$ cat src/rtl/pipe_hazard_ctrl_if.sv
// Hazard-controller bundle: ID-stage instruction fields, branch/memory status
// in; pipeline enables, flush/bubble, forwarding selects and stall count out.
interface pipe_hazard_ctrl_if #(
  parameter int ADDR_W = 3,
  parameter int CNT_W  = 16
);
  logic              id_valid;
  logic [ADDR_W-1:0] id_rs1;
  logic [ADDR_W-1:0] id_rs2;
  logic              id_rs1_used;
  logic              id_rs2_used;
  logic [ADDR_W-1:0] id_rd;
  logic              id_rw;
  logic              id_memr;
  logic              br_taken;
  logic              mem_busy;
  logic              pc_en;
  logic              ifid_en;
  logic              ifid_flush;
  logic              idex_bubble;
  logic [1:0]        fwd_a;
  logic [1:0]        fwd_b;
  logic [CNT_W-1:0]  stall_cnt;

  modport master (
    output id_valid, id_rs1, id_rs2, id_rs1_used, id_rs2_used, id_rd,
           id_rw, id_memr, br_taken, mem_busy,
    input  pc_en, ifid_en, ifid_flush, idex_bubble, fwd_a, fwd_b, stall_cnt
  );

  modport slave (
    input  id_valid, id_rs1, id_rs2, id_rs1_used, id_rs2_used, id_rd,
           id_rw, id_memr, br_taken, mem_busy,
    output pc_en, ifid_en, ifid_flush, idex_bubble, fwd_a, fwd_b, stall_cnt
  );
endinterface

$ cat src/rtl/pipe_hazard_ctrl.sv
// Hazard detection, forwarding select and stall/flush control for a 5-stage
// in-order pipeline. Shadows the EX/MEM/WB destination info it needs.
module pipe_hazard_ctrl #(
  parameter int ADDR_W = 3,
  parameter int FWD_EN = 1,
  parameter int CNT_W  = 16
) (
  input logic               clk,
  input logic               rst,
  pipe_hazard_ctrl_if.slave hz
);

  logic              ex_valid, ex_rw, ex_memr, ex_rs1_used, ex_rs2_used;
  logic [ADDR_W-1:0] ex_rd, ex_rs1, ex_rs2;
  logic              mem_valid, mem_rw, mem_memr;
  logic [ADDR_W-1:0] mem_rd;
  logic              wb_valid, wb_rw;
  logic [ADDR_W-1:0] wb_rd;

  logic ex_hit, mem_hit, hazard;

  function automatic logic match(input logic v, input logic rw, input logic used,
                                 input logic [ADDR_W-1:0] rd,
                                 input logic [ADDR_W-1:0] src);
    return v & rw & used & (rd == src);
  endfunction

  // ID source dependencies on older in-flight writers
  always_comb begin
    ex_hit  = match(ex_valid, ex_rw, hz.id_rs1_used, ex_rd, hz.id_rs1) |
              match(ex_valid, ex_rw, hz.id_rs2_used, ex_rd, hz.id_rs2);
    mem_hit = match(mem_valid, mem_rw, hz.id_rs1_used, mem_rd, hz.id_rs1) |
              match(mem_valid, mem_rw, hz.id_rs2_used, mem_rd, hz.id_rs2);
    hazard  = 1'b0;
    if (FWD_EN != 0) hazard = hz.id_valid & ex_memr & ex_hit;
    else             hazard = hz.id_valid & (ex_hit | mem_hit);
  end

  // Pipeline control: freeze beats flush, flush beats hazard stall
  always_comb begin
    hz.pc_en       = 1'b1;
    hz.ifid_en     = 1'b1;
    hz.ifid_flush  = 1'b0;
    hz.idex_bubble = 1'b0;
    if (rst) begin
      if (hz.mem_busy) begin
        hz.pc_en   = 1'b0;
        hz.ifid_en = 1'b0;
      end else if (hz.br_taken && ex_valid) begin
        hz.ifid_flush  = 1'b1;
        hz.idex_bubble = 1'b1;
      end else if (hazard) begin
        hz.pc_en       = 1'b0;
        hz.ifid_en     = 1'b0;
        hz.idex_bubble = 1'b1;
      end
    end
  end

  // EX operand forwarding: EX/MEM result preferred over MEM/WB
  always_comb begin
    hz.fwd_a = 2'b00;
    hz.fwd_b = 2'b00;
    if (FWD_EN != 0) begin
      if (match(mem_valid, mem_rw, ex_rs1_used, mem_rd, ex_rs1) && !mem_memr)
        hz.fwd_a = 2'b01;
      else if (match(wb_valid, wb_rw, ex_rs1_used, wb_rd, ex_rs1))
        hz.fwd_a = 2'b10;
      if (match(mem_valid, mem_rw, ex_rs2_used, mem_rd, ex_rs2) && !mem_memr)
        hz.fwd_b = 2'b01;
      else if (match(wb_valid, wb_rw, ex_rs2_used, wb_rd, ex_rs2))
        hz.fwd_b = 2'b10;
    end
  end

  // Stage shadow registers advance unless memory is busy
  always_ff @(posedge clk or negedge rst) begin
    if (!rst) begin
      ex_valid    <= 1'b0;
      ex_rw       <= 1'b0;
      ex_memr     <= 1'b0;
      ex_rs1_used <= 1'b0;
      ex_rs2_used <= 1'b0;
      ex_rd       <= '0;
      ex_rs1      <= '0;
      ex_rs2      <= '0;
      mem_valid   <= 1'b0;
      mem_rw      <= 1'b0;
      mem_memr    <= 1'b0;
      mem_rd      <= '0;
      wb_valid    <= 1'b0;
      wb_rw       <= 1'b0;
      wb_rd       <= '0;
    end else if (!hz.mem_busy) begin
      wb_valid    <= mem_valid;
      wb_rw       <= mem_rw;
      wb_rd       <= mem_rd;
      mem_valid   <= ex_valid;
      mem_rw      <= ex_rw;
      mem_memr    <= ex_memr;
      mem_rd      <= ex_rd;
      ex_valid    <= hz.id_valid & ~hz.idex_bubble;
      ex_rw       <= hz.id_rw;
      ex_memr     <= hz.id_memr;
      ex_rs1_used <= hz.id_rs1_used;
      ex_rs2_used <= hz.id_rs2_used;
      ex_rd       <= hz.id_rd;
      ex_rs1      <= hz.id_rs1;
      ex_rs2      <= hz.id_rs2;
    end
  end

  // Saturating count of cycles with the PC held
  always_ff @(posedge clk or negedge rst) begin
    if (!rst)
      hz.stall_cnt <= '0;
    else if (!hz.pc_en && hz.stall_cnt != '1)
      hz.stall_cnt <= hz.stall_cnt + 1'b1;
  end

endmodule

$ cat src/flat_wrapper.sv
// flat-port wrapper written by rule: the top's interface ports become plain ports
module pipe_hazard_ctrl_flat 
#(
  parameter int ADDR_W = 3,
  parameter int FWD_EN = 1,
  parameter int CNT_W  = 16
)
  (clk, rst, hz_id_valid, hz_id_rs1, hz_id_rs2, hz_id_rs1_used, hz_id_rs2_used, hz_id_rd, hz_id_rw, hz_id_memr, hz_br_taken, hz_mem_busy, hz_pc_en, hz_ifid_en, hz_ifid_flush, hz_idex_bubble, hz_fwd_a, hz_fwd_b, hz_stall_cnt);
  pipe_hazard_ctrl_if #(.ADDR_W(ADDR_W), .CNT_W(CNT_W)) hz_i ();
  input logic clk;
  input logic rst;
  input wire logic [$bits(hz_i.id_valid)-1:0] hz_id_valid;
  input wire logic [$bits(hz_i.id_rs1)-1:0] hz_id_rs1;
  input wire logic [$bits(hz_i.id_rs2)-1:0] hz_id_rs2;
  input wire logic [$bits(hz_i.id_rs1_used)-1:0] hz_id_rs1_used;
  input wire logic [$bits(hz_i.id_rs2_used)-1:0] hz_id_rs2_used;
  input wire logic [$bits(hz_i.id_rd)-1:0] hz_id_rd;
  input wire logic [$bits(hz_i.id_rw)-1:0] hz_id_rw;
  input wire logic [$bits(hz_i.id_memr)-1:0] hz_id_memr;
  input wire logic [$bits(hz_i.br_taken)-1:0] hz_br_taken;
  input wire logic [$bits(hz_i.mem_busy)-1:0] hz_mem_busy;
  output wire logic [$bits(hz_i.pc_en)-1:0] hz_pc_en;
  output wire logic [$bits(hz_i.ifid_en)-1:0] hz_ifid_en;
  output wire logic [$bits(hz_i.ifid_flush)-1:0] hz_ifid_flush;
  output wire logic [$bits(hz_i.idex_bubble)-1:0] hz_idex_bubble;
  output wire logic [$bits(hz_i.fwd_a)-1:0] hz_fwd_a;
  output wire logic [$bits(hz_i.fwd_b)-1:0] hz_fwd_b;
  output wire logic [$bits(hz_i.stall_cnt)-1:0] hz_stall_cnt;
  assign hz_i.id_valid = hz_id_valid;
  assign hz_i.id_rs1 = hz_id_rs1;
  assign hz_i.id_rs2 = hz_id_rs2;
  assign hz_i.id_rs1_used = hz_id_rs1_used;
  assign hz_i.id_rs2_used = hz_id_rs2_used;
  assign hz_i.id_rd = hz_id_rd;
  assign hz_i.id_rw = hz_id_rw;
  assign hz_i.id_memr = hz_id_memr;
  assign hz_i.br_taken = hz_br_taken;
  assign hz_i.mem_busy = hz_mem_busy;
  assign hz_pc_en = hz_i.pc_en;
  assign hz_ifid_en = hz_i.ifid_en;
  assign hz_ifid_flush = hz_i.ifid_flush;
  assign hz_idex_bubble = hz_i.idex_bubble;
  assign hz_fwd_a = hz_i.fwd_a;
  assign hz_fwd_b = hz_i.fwd_b;
  assign hz_stall_cnt = hz_i.stall_cnt;
  pipe_hazard_ctrl #(.ADDR_W(ADDR_W), .FWD_EN(FWD_EN), .CNT_W(CNT_W)) u_core (.clk(clk), .rst(rst), .hz(hz_i));
endmodule
$ cat config.mk
export PLATFORM = sky130hd
export DESIGN_NAME = pipe_hazard_ctrl_flat
export DESIGN_NICKNAME = d
export VERILOG_FILES = /design/src/rtl/pipe_hazard_ctrl_if.sv /design/src/rtl/pipe_hazard_ctrl.sv /design/src/flat_wrapper.sv
export SDC_FILE = /design/constraint.sdc
export NUM_CORES = 1
export LEC_CHECK = 0
export BUFFER_PORTS_ARGS = -buffer_cell sky130_fd_sc_hd__buf_4
export CAP_MARGIN = 40
export CORE_UTILIZATION = 25
export DETAILED_ROUTE_END_ITERATION = 10
export PLACE_DENSITY_LB_ADDON = 0.25
export RECOVER_POWER = 50
export SLEW_MARGIN = 20
export SYNTH_ARGS = -nofsm -noshare
export SYNTH_HDL_FRONTEND = slang
export SYNTH_SLANG_ARGS = --single-unit
$ cat constraint.sdc
create_clock -name clk -period 2 [get_ports clk]
set_clock_uncertainty 0.2 [all_clocks]
set_input_delay 0.4 -clock clk [delete_from_list [all_inputs] [get_ports clk]]
set_output_delay 0.4 -clock clk [all_outputs]
set_load 0.05 [all_outputs]
==> metrics.txt <==
# TYPE chip_impl_metric gauge
chip_impl_info{name="outcome",value="complete, but fails checks"} 1
chip_impl_info{name="failing_checks",value="negative setup slack"} 1
chip_impl_metric{name="detail_route.wl_per_cell",unit="microns"} 13.26
chip_impl_metric{name="hold_slack",unit="ns"} 0.1351
chip_impl_metric{name="initial_antenna_violation_count",unit=""} 0
chip_impl_metric{name="required",unit="ns"} 1.40
chip_impl_info{name="critPathCaptureType",value="output port"} 1
chip_impl_metric{name="max_slew_margin",unit=""} 0.5338
chip_impl_metric{name="pwr_density_cell",unit="nW/um^2"} 832.0
chip_impl_metric{name="synthesis.area_per_instance",unit="sq um"} 12.12
chip_impl_metric{name="timing_worst_slew_pin_value",unit="ns"} 0.6992
chip_impl_metric{name="routed_wl",unit="microns"} 4694
chip_impl_metric{name="max_cap_violations",unit=""} 0
chip_impl_info{name="cts.root.buffer_cell",value="clkbuf_8"} 1
chip_impl_metric{name="numCtsBuffers",unit=""} 5
chip_impl_metric{name="antenna_violating_nets_post_route",unit=""} 0
chip_impl_metric{name="syn_nets",unit=""} 184
chip_impl_info{name="crit_type",value="register to output port"} 1
chip_impl_metric{name="ys_ff_latch",unit=""} 41
chip_impl_info{name="commonest_non_fill_non_tap_cells_in_the_layout",value="buf_4 (61), dfrtp_1 (30), mux2_2 (24)"} 1
chip_impl_metric{name="dpl_cell_area",unit="sq um"} 2719
chip_impl_metric{name="die_width",unit="microns"} 91.43
chip_impl_metric{name="final.min_clock_period",unit="ns"} 2.363
chip_impl_metric{name="post-route-period-util",unit=""} 1.181
chip_impl_info{name="grt_most_used_layer",value="met2"} 1
chip_impl_metric{name="timing.final.setup_violations",unit=""} 22
chip_impl_metric{name="cts_max_path_buffers",unit=""} 2
chip_impl_metric{name="yosys.cell_types.count",unit=""} 32
chip_impl_metric{name="starting_utilization_of_the_core_area",unit=""} 0.2587
chip_impl_metric{name="critical_path_arrival",unit="ns"} 1.76
chip_impl_info{name="tritoncts_clock_tree",value="yes"} 1
chip_impl_metric{name="gr-usage-all-layers",unit=""} 0.1220
chip_impl_metric{name="finish.net_count",unit=""} 270
chip_impl_metric{name="mappedNetlistArea",unit="sq um"} 1999
chip_impl_metric{name="avgViaCountPerCell",unit=""} 4.243
chip_impl_metric{name="cellLeakagePower",unit="uW"} 0.001418
chip_impl_metric{name="drc",unit=""} 0
chip_impl_metric{name="drt_pre_antenna_iters",unit=""} 4
chip_impl_metric{name="ir_worst_vdd",unit="V"} 0.0004462
chip_impl_metric{name="fp.coreArea",unit="sq um"} 7727
chip_impl_metric{name="grt_use_met3",unit=""} 0.03350
chip_impl_metric{name="area.growth.synth_to_final",unit="%"} 54.26
chip_impl_metric{name="yosysWarnings",unit=""} 0
chip_impl_metric{name="antenna_cells",unit=""} 0
chip_impl_metric{name="routed-via-count",unit=""} 1502
chip_impl_metric{name="max_freq",unit="MHz"} 423.3
chip_impl_metric{name="timing_max_transition_violations_final",unit=""} 0
chip_impl_metric{name="die_h",unit="microns"} 91.43
chip_impl_metric{name="insertion_delay",unit="ns"} 0.30
chip_impl_metric{name="crit_fanout",unit=""} 4
chip_impl_metric{name="setup_total_negative_slack",unit="ns"} -4.454
chip_impl_metric{name="clk_transition_reported_paths",unit="ns"} 0.07
chip_impl_metric{name="grt_remaining_overflow",unit=""} 0
chip_impl_info{name="leading_cell_type_in_the_layout_fill_and_taps_excluded",value="buf_4"} 1
chip_impl_metric{name="placement_rows",unit=""} 32
chip_impl_metric{name="power.total",unit="uW"} 2566
chip_impl_info{name="critical_path_startpoint_category",value="register"} 1
chip_impl_metric{name="final_critical_path_setup_slack",unit="ns"} -0.3625
chip_impl_metric{name="io_buffers",unit=""} 41
chip_impl_metric{name="ys_seq_area_frac",unit=""} 0.5131
chip_impl_metric{name="cts_max_level",unit=""} 2
chip_impl_metric{name="met2_usage",unit=""} 0.1873
chip_impl_metric{name="global_route_wire_length_before_repair",unit="microns"} 7817
chip_impl_metric{name="die_area",unit="sq um"} 8359
chip_impl_metric{name="globalRouteMet1Util",unit=""} 0.1650
chip_impl_metric{name="io_pins",unit=""} 42
chip_impl_info{name="min-delay-path-class",value="input port to register"} 1
chip_impl_metric{name="drive_above_1_share",unit=""} 0.5794
chip_impl_metric{name="gpl.final_weighted_congestion",unit=""} 0.7179
chip_impl_metric{name="detailedRoute.firstIterationViolations",unit=""} 36
chip_impl_metric{name="dp_hpwl",unit="microns"} 3466
chip_impl_metric{name="grt_max_degree",unit=""} 28
chip_impl_metric{name="n_fill_cell",unit=""} 756
chip_impl_metric{name="fin_area",unit="sq um"} 3084
chip_impl_metric{name="clock_sinks",unit=""} 41
chip_impl_metric{name="via_count_of_the_first_global_routing_pass",unit=""} 1614
chip_impl_metric{name="syn-instance-count",unit=""} 165
chip_impl_info{name="grt_setup_unrepaired",value="true"} 1
chip_impl_metric{name="place_ws",unit="ns"} -0.2877
chip_impl_metric{name="final_hold_viol_count",unit=""} 0
[cell families after synthesis]
| family | Yosys count | share of synthesized area |
|---|---|---|
| buffers and inverters | 9 | 0.02628 |
| xor gates and xnor gates | 33 | 0.1446 |
| AOI/OAI and AO/OA | 6 | 0.02503 |
| DFF | 41 | 0.5131 |
| adders and majority gates | 1 | 0.006257 |
| and+or+nand+nor | 50 | 0.1421 |
| muxes | 25 | 0.1427 |
[worst paths after layout]
path	startpoint	endpoint	slack (ns)	depth (start not counted)
worst max-delay path	u_core.ex_rd[1]	hz_idex_bubble	-0.36	6
worst min-delay path	hz_id_memr	u_core.ex_memr	0.14	2
worst max register to register	u_core.ex_rd[1]	u_core.hz.stall_cnt[1]	-0.29	9
worst min register to register	u_core.hz.stall_cnt[15]	u_core.hz.stall_cnt[15]	0.30	1
max in group asynchronous	rst	u_core.ex_rd[1]	0.37	3
min in group asynchronous	rst	u_core.hz.stall_cnt[9]	0.73	3
[cells in the mapped netlist (all sizes together)]
| master | number | area share |
|---|---|---|
| and3 | 1 | 0.0031 |
| or2 | 1 | 0.0031 |
| nand4b | 1 | 0.0044 |
| nor3 | 4 | 0.015 |
| dfrtp | 41 | 0.51 |
| o21ai | 3 | 0.0094 |
| clkbuf | 3 | 0.0056 |
| and4 | 1 | 0.0044 |
| xor2 | 22 | 0.096 |
| a21o | 1 | 0.0038 |
| buf | 3 | 0.015 |
| nand3 | 8 | 0.020 |
| nand4 | 5 | 0.016 |
| mux2 | 25 | 0.14 |
| nor2 | 9 | 0.018 |
| ha | 1 | 0.0063 |
| xnor2 | 11 | 0.048 |
| inv | 3 | 0.0056 |
| a221oi | 1 | 0.0075 |
| o2111ai | 1 | 0.0044 |
| nand2 | 10 | 0.019 |
| nor4 | 6 | 0.022 |
| nand3b | 1 | 0.0038 |
| nor4b | 1 | 0.0075 |
| and2 | 1 | 0.0031 |
| or3 | 1 | 0.0031 |
[metal layers]
layer  share of wire  wire length (microns)
met1            0.47                   2225
met2            0.48                   2260
met3           0.032                    151
met4           0.012                     56
met5               0                      0
[area by class of cell]
class | instances | area (sq um) | area share
Sequential cell | 41 | 1040 | 0.3371
Inverter | 3 | 11.26 | 0.003651
Multi-Input combinational cell | 115 | 1141 | 0.3700
Tap cell | 102 | 127.6 | 0.04138
Clock buffer | 8 | 80.08 | 0.02596
Timing Repair Buffer | 85 | 684.4 | 0.2219
[through the flow]
step,utilization,std cells
after floorplan,-,165
after global placement,0.3518,333
after detailed placement,0.3518,333
after CTS,0.3993,354
after global routing,0.3991,354
final,0.3991,354
[power breakdown]
part | leakage [uW] | switching, uW | total [uW] | internal, uW
clock | 0.0000395 | 285 | 533 | 248
combinational | 0.000888 | 531 | 961 | 430
sequential | 0.000490 | 109 | 1070 | 963
total | 0.00142 | 925 | 2570 | 1640
[worst max-delay path: stages, from the launching register on]
cell and delay, ns:
dfrtp_2 0.45, xnor2_2 0.15, nand4_1 0.18, buf_4 0.18, a21o_1 0.17, o21ai_2 0.15, buf_6 0.18
[registers in the layout, indices dropped and copies added, names as in the netlist]
| name | flops |
|---|---|
| u_core.hz.stall_cnt | 16 |
| u_core.ex_rd | 3 |
| u_core.ex_rs1 | 3 |
| u_core.ex_rs2 | 3 |
| u_core.mem_rd | 3 |
| u_core.wb_rd | 3 |
| u_core.ex_memr | 1 |
| u_core.ex_rs1_used | 1 |
| u_core.ex_rs2_used | 1 |
| u_core.ex_rw | 1 |
| u_core.ex_valid | 1 |
| u_core.mem_memr | 1 |
| u_core.mem_rw | 1 |
| u_core.mem_valid | 1 |
| u_core.wb_rw | 1 |
| u_core.wb_valid | 1 |
[what timing repair did]
action                     CTS  global route
pin swaps                   30             5
setup endpoints to repair   22            23
buffers inserted            12             0
resized for setup           37             4
hold buffers                 2             0
hold endpoints to repair    41             0
No activity file was read; power rests on OpenSTA's default activity.
